File: src/rtl/m_decode_issue.sv
// m_decode_issue: decode/issue stage with a one-deep hold register, a
// 32-entry register scoreboard, RAW hazard stalls and a valid/ready output.
//
// Ports:
//   clk, rst                  clock, synchronous active-high reset
//   in_valid/in_ready         fetch handshake, in_instruction payload
//   dec_instruction           held instruction driven to m_decoder
//   dec_rs_sel/dec_rq_sel     decoder source selects with *_used qualifiers
//   dec_rd/dec_rd_we          decoder destination and write enable
//   dec_decoded               decoder output bundle
//   out_valid/out_ready       execute handshake; out_decoded/out_rd/out_rd_we
//   wb_valid/wb_rd            writeback retiring a register write
//   flush                     discard held and unissued instructions
//   busy_mask                 scoreboard contents
//   stall_count               saturating count of hazard-stall cycles
//
// Optional: define M_DECODE_ISSUE_WB_BYPASS_EN so that a same-cycle
// writeback unblocks a waiting instruction without the extra cycle.

module m_decode_issue #(
    parameter int DECODED_W   = 128,
    parameter int STALL_CNT_W = 16
) (
    input  logic                   clk,
    input  logic                   rst,
    input  logic                   in_valid,
    output logic                   in_ready,
    input  logic [31:0]            in_instruction,
    output logic [31:0]            dec_instruction,
    input  logic [4:0]             dec_rs_sel,
    input  logic [4:0]             dec_rq_sel,
    input  logic                   dec_rs_used,
    input  logic                   dec_rq_used,
    input  logic [4:0]             dec_rd,
    input  logic                   dec_rd_we,
    input  logic [DECODED_W-1:0]   dec_decoded,
    output logic                   out_valid,
    input  logic                   out_ready,
    output logic [DECODED_W-1:0]   out_decoded,
    output logic [4:0]             out_rd,
    output logic                   out_rd_we,
    input  logic                   wb_valid,
    input  logic [4:0]             wb_rd,
    input  logic                   flush,
    output logic [31:0]            busy_mask,
    output logic [STALL_CNT_W-1:0] stall_count
);

    logic                   hold_valid_q, hold_valid_d;
    logic [31:0]            instr_q, instr_d;
    logic                   out_valid_q, out_valid_d;
    logic [DECODED_W-1:0]   out_decoded_q, out_decoded_d;
    logic [4:0]             out_rd_q, out_rd_d;
    logic                   out_rd_we_q, out_rd_we_d;
    logic [31:0]            busy_q, busy_d;
    logic [STALL_CNT_W-1:0] stall_q, stall_d;

    logic [31:0] busy_view;
    logic        hazard;
    logic        issue;
    logic        accept;

    always_comb begin
        busy_view    = busy_q;
        busy_view[0] = 1'b0;
`ifdef M_DECODE_ISSUE_WB_BYPASS_EN
        // A retiring write is already visible to the waiting reader.
        if (wb_valid) begin
            busy_view[wb_rd] = 1'b0;
        end
`endif
        hazard = hold_valid_q &&
                 ((dec_rs_used && busy_view[dec_rs_sel]) ||
                  (dec_rq_used && busy_view[dec_rq_sel]));
        issue    = hold_valid_q && !hazard && !flush &&
                   (!out_valid_q || out_ready);
        in_ready = !flush && (!hold_valid_q || issue);
        accept   = in_valid && in_ready;
    end

    always_comb begin
        hold_valid_d  = hold_valid_q;
        instr_d       = instr_q;
        out_valid_d   = out_valid_q;
        out_decoded_d = out_decoded_q;
        out_rd_d      = out_rd_q;
        out_rd_we_d   = out_rd_we_q;
        busy_d        = busy_q;
        stall_d       = stall_q;

        if (flush) begin
            hold_valid_d = 1'b0;
        end else if (accept) begin
            hold_valid_d = 1'b1;
            instr_d      = in_instruction;
        end else if (issue) begin
            hold_valid_d = 1'b0;
        end

        // A bundle handed over on the flush edge counts as consumed.
        if (flush) begin
            out_valid_d = 1'b0;
        end else if (issue) begin
            out_valid_d   = 1'b1;
            out_decoded_d = dec_decoded;
            out_rd_d      = dec_rd;
            out_rd_we_d   = dec_rd_we;
        end else if (out_valid_q && out_ready) begin
            out_valid_d = 1'b0;
        end

        // Clears first so a same-cycle set of the same register wins.
        if (wb_valid) begin
            busy_d[wb_rd] = 1'b0;
        end
        if (flush && out_valid_q && out_rd_we_q && !out_ready) begin
            busy_d[out_rd_q] = 1'b0;
        end
        if (issue && dec_rd_we && dec_rd != 5'd0) begin
            busy_d[dec_rd] = 1'b1;
        end
        busy_d[0] = 1'b0;

        if (hold_valid_q && hazard && !flush && stall_q != '1) begin
            stall_d = stall_q + 1'b1;
        end
    end

    always_ff @(posedge clk) begin
        if (rst) begin
            hold_valid_q  <= 1'b0;
            instr_q       <= '0;
            out_valid_q   <= 1'b0;
            out_decoded_q <= '0;
            out_rd_q      <= '0;
            out_rd_we_q   <= 1'b0;
            busy_q        <= '0;
            stall_q       <= '0;
        end else begin
            hold_valid_q  <= hold_valid_d;
            instr_q       <= instr_d;
            out_valid_q   <= out_valid_d;
            out_decoded_q <= out_decoded_d;
            out_rd_q      <= out_rd_d;
            out_rd_we_q   <= out_rd_we_d;
            busy_q        <= busy_d;
            stall_q       <= stall_d;
        end
    end

    assign dec_instruction = instr_q;
    assign out_valid       = out_valid_q;
    assign out_decoded     = out_decoded_q;
    assign out_rd          = out_rd_q;
    assign out_rd_we       = out_rd_we_q;
    assign busy_mask       = busy_q;
    assign stall_count     = stall_q;

endmodule

File: config.mk
export PLATFORM = sky130hd
export DESIGN_NAME = m_decode_issue
export DESIGN_NICKNAME = d
export VERILOG_FILES = /design/src/rtl/m_decode_issue.sv
export SDC_FILE = /design/constraint.sdc
export NUM_CORES = 1
export LEC_CHECK = 0
export CELL_PAD_IN_SITES_DETAIL_PLACEMENT = 2
export CELL_PAD_IN_SITES_GLOBAL_PLACEMENT = 2
export CORE_MARGIN = 10
export CORE_UTILIZATION = 23
export DETAILED_ROUTE_END_ITERATION = 8
export PLACE_DENSITY_LB_ADDON = 0.3
export SLEW_MARGIN = 20
export SYNTH_ARGS = -nofsm -noshare
export SYNTH_HDL_FRONTEND = slang
export SYNTH_SLANG_ARGS = --single-unit
export TNS_END_PERCENT = 10
File: constraint.sdc
create_clock -name clk -period 3.2 [get_ports clk]
set_input_delay 0.32 -clock clk [delete_from_list [all_inputs] [get_ports clk]]
set_output_delay 0.32 -clock clk [all_outputs]
set_load 0.01 [all_outputs]
==> summary.txt, run 1 <==
STA
  • Slew Limit Fails: 0
  • Worst hold margin: 0.184 ns
  • Setup violators final: 0
  • Fmax: 0.329 GHz
  • Worst Skew: 0.0137 ns
  • Tcrit/Tclk final: 95.1%
  • Minimum clock period: 3.04 ns
  • Final worst setup slack: 0.157 ns
  • RSZ-0062 raised after global routing: no
  • Worst Tran Pin Value: 0.812 ns
  • Hold Fails Final Rpt: 0
  • Relative slew slack: 45.9%

Min path
  • Type of the most critical hold path: input pin to flip-flop

Synthesis
  • Yosys warns: 0
  • Area contributors post-synth: dfxtp_1, nand2_1, a21oi_1
  • Cell Area, Synth: 8700 µm²
  • Syn avg cell area: 8.49 µm²
  • Number of flops mapped to enable cells by yosys: 0
  • Gate Count Post-Synth: 1025
  • Ys async rst share: 0%
  • Area share of the largest cell type after synthesis: 49.5%
  • Dominant cell type by area after synthesis: dfxtp_1
  • #FFs+latches synth: 215
  • Synth cell types: 45
  • Syn Nets: 1215
  • Seq/Total Area, Yosys: 49.5%
  • Top FF cell, synth: dfxtp_1

Routing
  • Drt drc: 0
  • Via count: 9120
  • Post-route ant nets: 0
  • Number of vias per cell: 4.68
  • Drt first-iter violations: 359
  • DR pass1 iterations: 4
  • DRT Wirelength: 41600 µm
  • Wire length per cell: 21.3 µm

Floorplanning
  • Top Ports: 405
  • Core ar.: 37500 µm²
  • Initial Util: 23.2%
  • Die H: 214 µm
  • Horiz. Die Dim: 214 µm
  • Die area: 46000 µm²
  • Row Count: 71

Placement
  • Dpl hpwl: 31500 µm
  • DP Cell Count: 1904
  • Dpl ws: -0.300 ns
  • Area after DPL: 13500 µm²
  • Count of buffers from port buffering: 403
  • Placer congestion estimate: 0.800

Clock tree
  • CTS Root Cell: clkbuf_16
  • Clk_lat worst skew: 0.54 ns
  • Num CTS Buffers: 28
  • Clock slew at reported path FFs: 0.06 ns
  • CTS tree: done
  • Sink Count: 215
  • Max Buffers Root-to-Sink: 3
  • Postcts setup bufs: 0
  • H-tree depth: 1

Global routing
  • Routing usage on met3: 8.05%
  • Antenna violations before repair: 5
  • Met2 Track Usage GR: 31.4%
  • GR peak layer: met2
  • Overall Global Routing Usage: 17.4%
  • Gr ovfl total: 0
  • Global routing usage on met1: 17.7%
  • First-pass GRT wire length: 62900 µm
  • Vias in the first global route: 10095
  • Largest net degree at the start of global routing: 97

Job
  • Max Cap Viol: 0

Pwr
  • Pleak: 4.87 nW
  • Sw power: 0.00154 W
  • Switching portion of total power: 23.9%
  • Sequential Power Share: 43.3%
  • Pint: 0.00489 W
  • Combinational share of power: 11.6%
  • Clock power share: 45.1%
  • Power Density: 448 nW/µm²
  • Worst VDD drop: 376 µV

Finish
  • Cell Count, Final, Fillers Out: 1950
  • Most frequent cells in the layout: clkdlybuf4s50_1, nand2_1, dfxtp_1
  • Design area: 14300 µm²
  • Most common library cell in the layout ignoring fill and taps: clkdlybuf4s50_1
  • Nets: 1613
  • Area Growth Syn to Fin: 64.8%
  • Share of cells above drive strength 1: 9.05%

Critical path
  • CP required: 2.88 ns
  • Critical path arrival: 2.72 ns
  • Critical Path Start Type: input pin
  • Critical path class: input pin to output pin
  • Critical path fanouts, max: 7
  • Critical path endpoint category: output pin

Outcome
  • Status: completed
==> cell usage after synthesis (2+ instances only) <==
master / number
nand2_1: 284
dfxtp_1: 215
a21oi_1: 150
nor2_1: 52
mux2i_1: 37
clkbuf_1: 36
o21ai_0: 29
or2_2: 29
o2111ai_1: 28
buf_2: 22
nand3_1: 16
mux4_2: 13
nor2b_1: 13
nand3b_1: 10
buf_4: 7
o21ai_1: 7
o31ai_1: 7
or3_1: 7
or4_1: 7
inv_1: 6
nor3_1: 5
a31oi_1: 4
buf_1: 4
nand4_1: 4
or3b_2: 4
mux2_2: 3
nand2b_1: 3
o221ai_1: 3
a221oi_1: 2
a41o_1: 2
nand4b_1: 2
==> final cells by class <==
type | instances | area, µm²
multi-input cells | 733 | 4090
diodes | 3 | 7.51
repair buffers | 438 | 4450
clock inverters | 1 | 7.51
flip-flops and latches | 215 | 4300
fillers | 4163 | 23200
clock buffers | 42 | 815
well taps | 511 | 639
inverters | 7 | 26.3
==> flip-flops by register name, summed over array words and instances, names as in the netlist <==
| register | count |
|---|---|
| out_decoded | 128 |
| dec_instruction | 32 |
| busy_mask | 31 |
| stall_count | 16 |
| out_rd | 5 |
| hold_valid_q | 1 |
| out_rd_we | 1 |
| out_valid | 1 |
==> stage by stage <==
step / utilization, % / total power [W] / setup TNS (ns)
final: 38.2 / 0.00643 / 0
after global placement: 36.0 / 0.00357 / -0.260
after detailed placement: 36.0 / 0.00359 / -1.33
after global routing: 38.2 / 0.00673 / 0
after floorplan: - / 0.00309 / 0
after CTS: 38.2 / 0.00656 / 0
==> cell families (layout without fill, tap and decap cells) <==
kind of cell | after synthesis | after routing | synth area share (%)
AND/OR/NAND/NOR | 438 | 438 | 22.0
flip-flops | 215 | 215 | 49.5
adder cells (fa/ha/maj) | 1 | 1 | 0.144
AO/OA/AOI/OAI | 239 | 239 | 16.2
multiplexers | 53 | 53 | 8.01
buffers and inverters | 77 | 488 | 4.03
other | 1 | 4 | 0.0431
XOR/XNOR | 1 | 1 | 0.101
==> timing repair <==
item	4_1_cts	5_1_grt
endpoints found under the hold margin	0	0
hold buffers	0	0
resized for setup	4	1
setup endpoints to repair	1	1
==> worst paths after layout <==
kind / start / endpoint / slack [ns] / depth (start not counted)
setup reg to reg: busy_mask[4]$_SDFF_PP0_ / out_decoded[59]$_SDFFE_PP0P_ / 0.57 / 9
hold reg to reg: out_decoded[116]$_SDFFE_PP0P_ / out_decoded[116]$_SDFFE_PP0P_ / 0.45 / 2
hold / removal: rst / out_decoded[85]$_SDFFE_PP0P_ / 0.18 / 2
setup / recovery: dec_rs_sel[1] / in_ready / 0.16 / 9
==> layer usage <==
metal	vias up	wire, µm
li1	4320	-
met1	4477	15100
met2	256	21300
met3	59	4300
met4	8	849
met5	-	46
==> worst max-delay path, cell delays in order <==
cell and delay (ns):
clkdlybuf4s50_1 0.47, buf_4 0.18, mux4_2 0.51, o2bb2ai_1 0.24
o32ai_2 0.14, o211ai_2 0.25, nand3_4 0.11, a21oi_2 0.19
clkdlybuf4s15_2 0.30
==> power groups by stage <==
stage,logic [W],registers [W],clock network [W]
2_1_floorplan,0.000232,0.00286,0
3_3_place_gp,0.000740,0.00283,0
3_5_place_dp,0.000753,0.00284,0
4_1_cts,0.000760,0.00278,0.00301
5_1_grt,0.000806,0.00279,0.00314
6_report,0.000746,0.00278,0.00290
(Power assumes the default switching activity.)
==> inputs of run 2 (changes only) <==
- CTS_CLUSTER_SIZE: default -> 20
- SLEW_MARGIN: 20 -> default
==> results of run 2 <==
The final DEF is identical to that of run 1; final timing and power are the same.
==> inputs of run 3 (changes only) <==
- CTS_BUF_LIST: default -> sky130_fd_sc_hd__clkbuf_2 sky130_fd_sc_hd__clkbuf_4 sky130_fd_sc_hd__clkbuf_8
==> summary.txt, run 3 (synthesis gave the netlist of run 1 again) <==
Outcome
  • Status: completed

Critical path
  • CP max stage cell: clkdlybuf4s50_1
  • Critical path endpoint category: output pin
  • Reg2reg path depth: 10 (+1)
  • CP required: 2.88 ns (about the same)
  • Critical path class: input pin to output pin
  • Critical path fanouts, max: 4 (-3)
  • Critical path arrival: 2.70 ns (-0.02 ns)
  • Critical Path Start Type: input pin
  • Reg2reg setup slack: 0.57 ns (about the same)
  • Worst reg2reg path startpoint: busy_mask[23]$_SDFF_PP0_
  • Worst path cell trace: clkdlybuf4s50_1 > buf_4 > mux4_2 > nor2b_1 > nor3_1 > o311ai_4 > nand3_4 > a21oi_2 > clkdlybuf4s15_2
  • CP top delay family: buffers and inverters
  • Crit path buffers/inverters: 3 (unchanged)
  • Worst R2R End: out_decoded[22]$_SDFFE_PP0P_
  • Max stage delay on crit path: 0.53 ns (+0.02 ns)

Floorplanning
  • Die H: 214 µm (unchanged)
  • Horiz. Die Dim: 214 µm (unchanged)
  • Die area: 46000 µm² (unchanged)
  • Top Ports: 405 (unchanged)
  • Core ar.: 37500 µm² (unchanged)
  • Initial Util: 23.2% (unchanged)
  • Row Count: 71 (unchanged)

Global routing
  • Vias in the first global route: 10372 (+2.7%)
  • First-pass GRT wire length: 64000 µm (+1.8%)
  • Antenna violations before repair: 5 (unchanged)
  • Largest net degree at the start of global routing: 97 (unchanged)
  • Gr ovfl total: 0 (unchanged)
  • Overall Global Routing Usage: 17.8% (+0.50 points)

Clock tree
  • Cts repair resizes: 3 (-1)
  • Max Buffers Root-to-Sink: 3 (unchanged)
  • H-tree depth: 2 (+1)
  • Num CTS Buffers: 43 (+54%)
  • Hold buffer count at CTS: 0 (unchanged)
  • Sink Count: 215 (unchanged)
  • Clk_lat worst skew: 0.57 ns (+0.03 ns)
  • CTS tree: done
  • CTS Root Cell: clkbuf_8
  • Clock slew at reported path FFs: 0.06 ns (about the same)
  • Postcts setup bufs: 0 (unchanged)

Placement
  • Area after DPL: 13500 µm² (unchanged)
  • Placer congestion estimate: 0.800 (unchanged)
  • Dpl hpwl: 31500 µm (unchanged)
  • DP Cell Count: 1904 (unchanged)
  • Count of buffers from port buffering: 403 (unchanged)

STA
  • Hold Fails Final Rpt: 0 (unchanged)
  • Relative slew slack: 46.4% (+0.56 points)
  • Setup violators final: 0 (unchanged)
  • Minimum clock period: 3.02 ns (-0.0223 ns)
  • Worst Skew: 0.0174 ns (+0.00371 ns)
  • Slew Limit Fails: 0 (unchanged)
  • Tcrit/Tclk final: 94.4% (-0.70 points)
  • Fmax: 0.331 GHz (+0.74%)
  • RSZ-0062 raised after global routing: no
  • Worst hold margin: 0.151 ns (-0.0336 ns)
  • Worst Tran Pin Value: 0.804 ns (-0.00839 ns)

Finish
  • Most common library cell in the layout ignoring fill and taps: clkdlybuf4s50_1
  • Design area: 14400 µm² (+0.31%)
  • Cell Count, Final, Fillers Out: 1980 (+1.5%)
  • Area Growth Syn to Fin: 65.3%
  • Most frequent cells in the layout: clkdlybuf4s50_1, nand2_1, dfxtp_1
  • Share of cells above drive strength 1: 11.5% (+2.5 points)
  • Nets: 1628 (+0.93%)
  • Max FFs per register: 128 (unchanged)
  • Fin util: 38.4% (+0.12 points)

Routing
  • Number of vias per cell: 4.68 (about the same)
  • Via count: 9261 (+1.5%)
  • Drt drc: 0 (unchanged)
  • Drt first-iter violations: 385 (+7.2%)
  • Post-route ant nets: 0 (unchanged)
  • DR pass1 iterations: 4 (unchanged)
  • Wire length per cell: 21.4 µm (+0.23%)
  • DRT Wirelength: 42300 µm (+1.8%)

Pwr
  • Sw power: 0.00161 W (+4.8%)
  • Power Density: 448 nW/µm² (-0.12%)
  • Pleak: 4.95 nW (+1.5%)
  • Clock power share: 45.2% (about the same)
  • Sequential Power Share: 43.2% (about the same)
  • Switching portion of total power: 25.0% (+1.1 points)
  • Final Power: 0.00644 W (+0.19%)
  • Pint: 0.00483 W (-1.2%)
  • Worst VDD drop: 299 µV (-21%)
  • Combinational share of power: 11.6% (about the same)

Job
  • Max Cap Viol: 0 (unchanged)

Min path
  • Critical hold path startpoint: rst
  • Type of the most critical hold path: input pin to flip-flop
  • Worst Hold Path EP: out_decoded[91]$_SDFFE_PP0P_
  • Hold Crit Depth: 2 (unchanged)
-- run 3: how the worst max path moves through the flow --
stage                                   from        to  slack [ns]  depth (start not counted)
global route                   dec_rq_sel[0]  in_ready        0.02                          9
global placement               dec_rq_sel[0]  in_ready       -0.26                          9
floorplan                      dec_rq_sel[1]  in_ready        0.53                         10
CTS                 busy_mask[23]$_SDFF_PP0_  in_ready        0.01                          7
finish                         dec_rq_sel[0]  in_ready        0.18                          9
detailed placement             dec_rq_sel[0]  in_ready       -0.30                          9
-- run 3: worst register-to-register path, stage by stage, from the launching register on --
cell and delay, ns:
dfxtp_1 0.36, mux4_2 0.47, mux2i_1 0.18, nor2b_1 0.10, o311ai_4 0.38, buf_4 0.23, and3_4 0.28, buf_12 0.17
buf_12 0.15, nand2_1 0.08, a21oi_1 0.14
-- run 3: routing by layer --
metal	share of wire, %	vias to the layer above	GRT usage (%)
met5	0.094	-	0
met4	2.4	8	5.79
met3	10	68	8.62
met2	51	285	31.8
met1	36	4538	17.9
li1	-	4362	-
-- run 3: final cells by class --
| cell class | count | area [µm²] |
|---|---|---|
| Clock buffer | 67 | 841 |
| Clock inverter | 7 | 35.0 |
| Antenna cell | 2 | 5.00 |
| Multi-Input combinational cell | 733 | 4080 |
| Timing Repair Buffer | 438 | 4450 |
| Fill cell | 4188 | 23100 |
| Sequential cell | 215 | 4300 |
| Tap cell | 511 | 639 |
| Inverter | 7 | 26.3 |
-- run 3: power by group through the flow --
stage          Sequential [W]  Clock [W]  Combinational, W
2_1_floorplan         0.00286          0          0.000232
3_3_place_gp          0.00283          0          0.000740
3_5_place_dp          0.00284          0          0.000753
4_1_cts               0.00278    0.00303          0.000760
5_1_grt               0.00279    0.00317          0.000807
6_report              0.00278    0.00291          0.000746
-- run 3: metrics by stage --
stage                     worst slack [ns]  setup TNS (ns)
after floorplan                      0.528               0
after global placement              -0.260          -0.260
after detailed placement            -0.300           -1.33
after CTS                           0.0110               0
after global routing                0.0164               0
final                                0.179               0
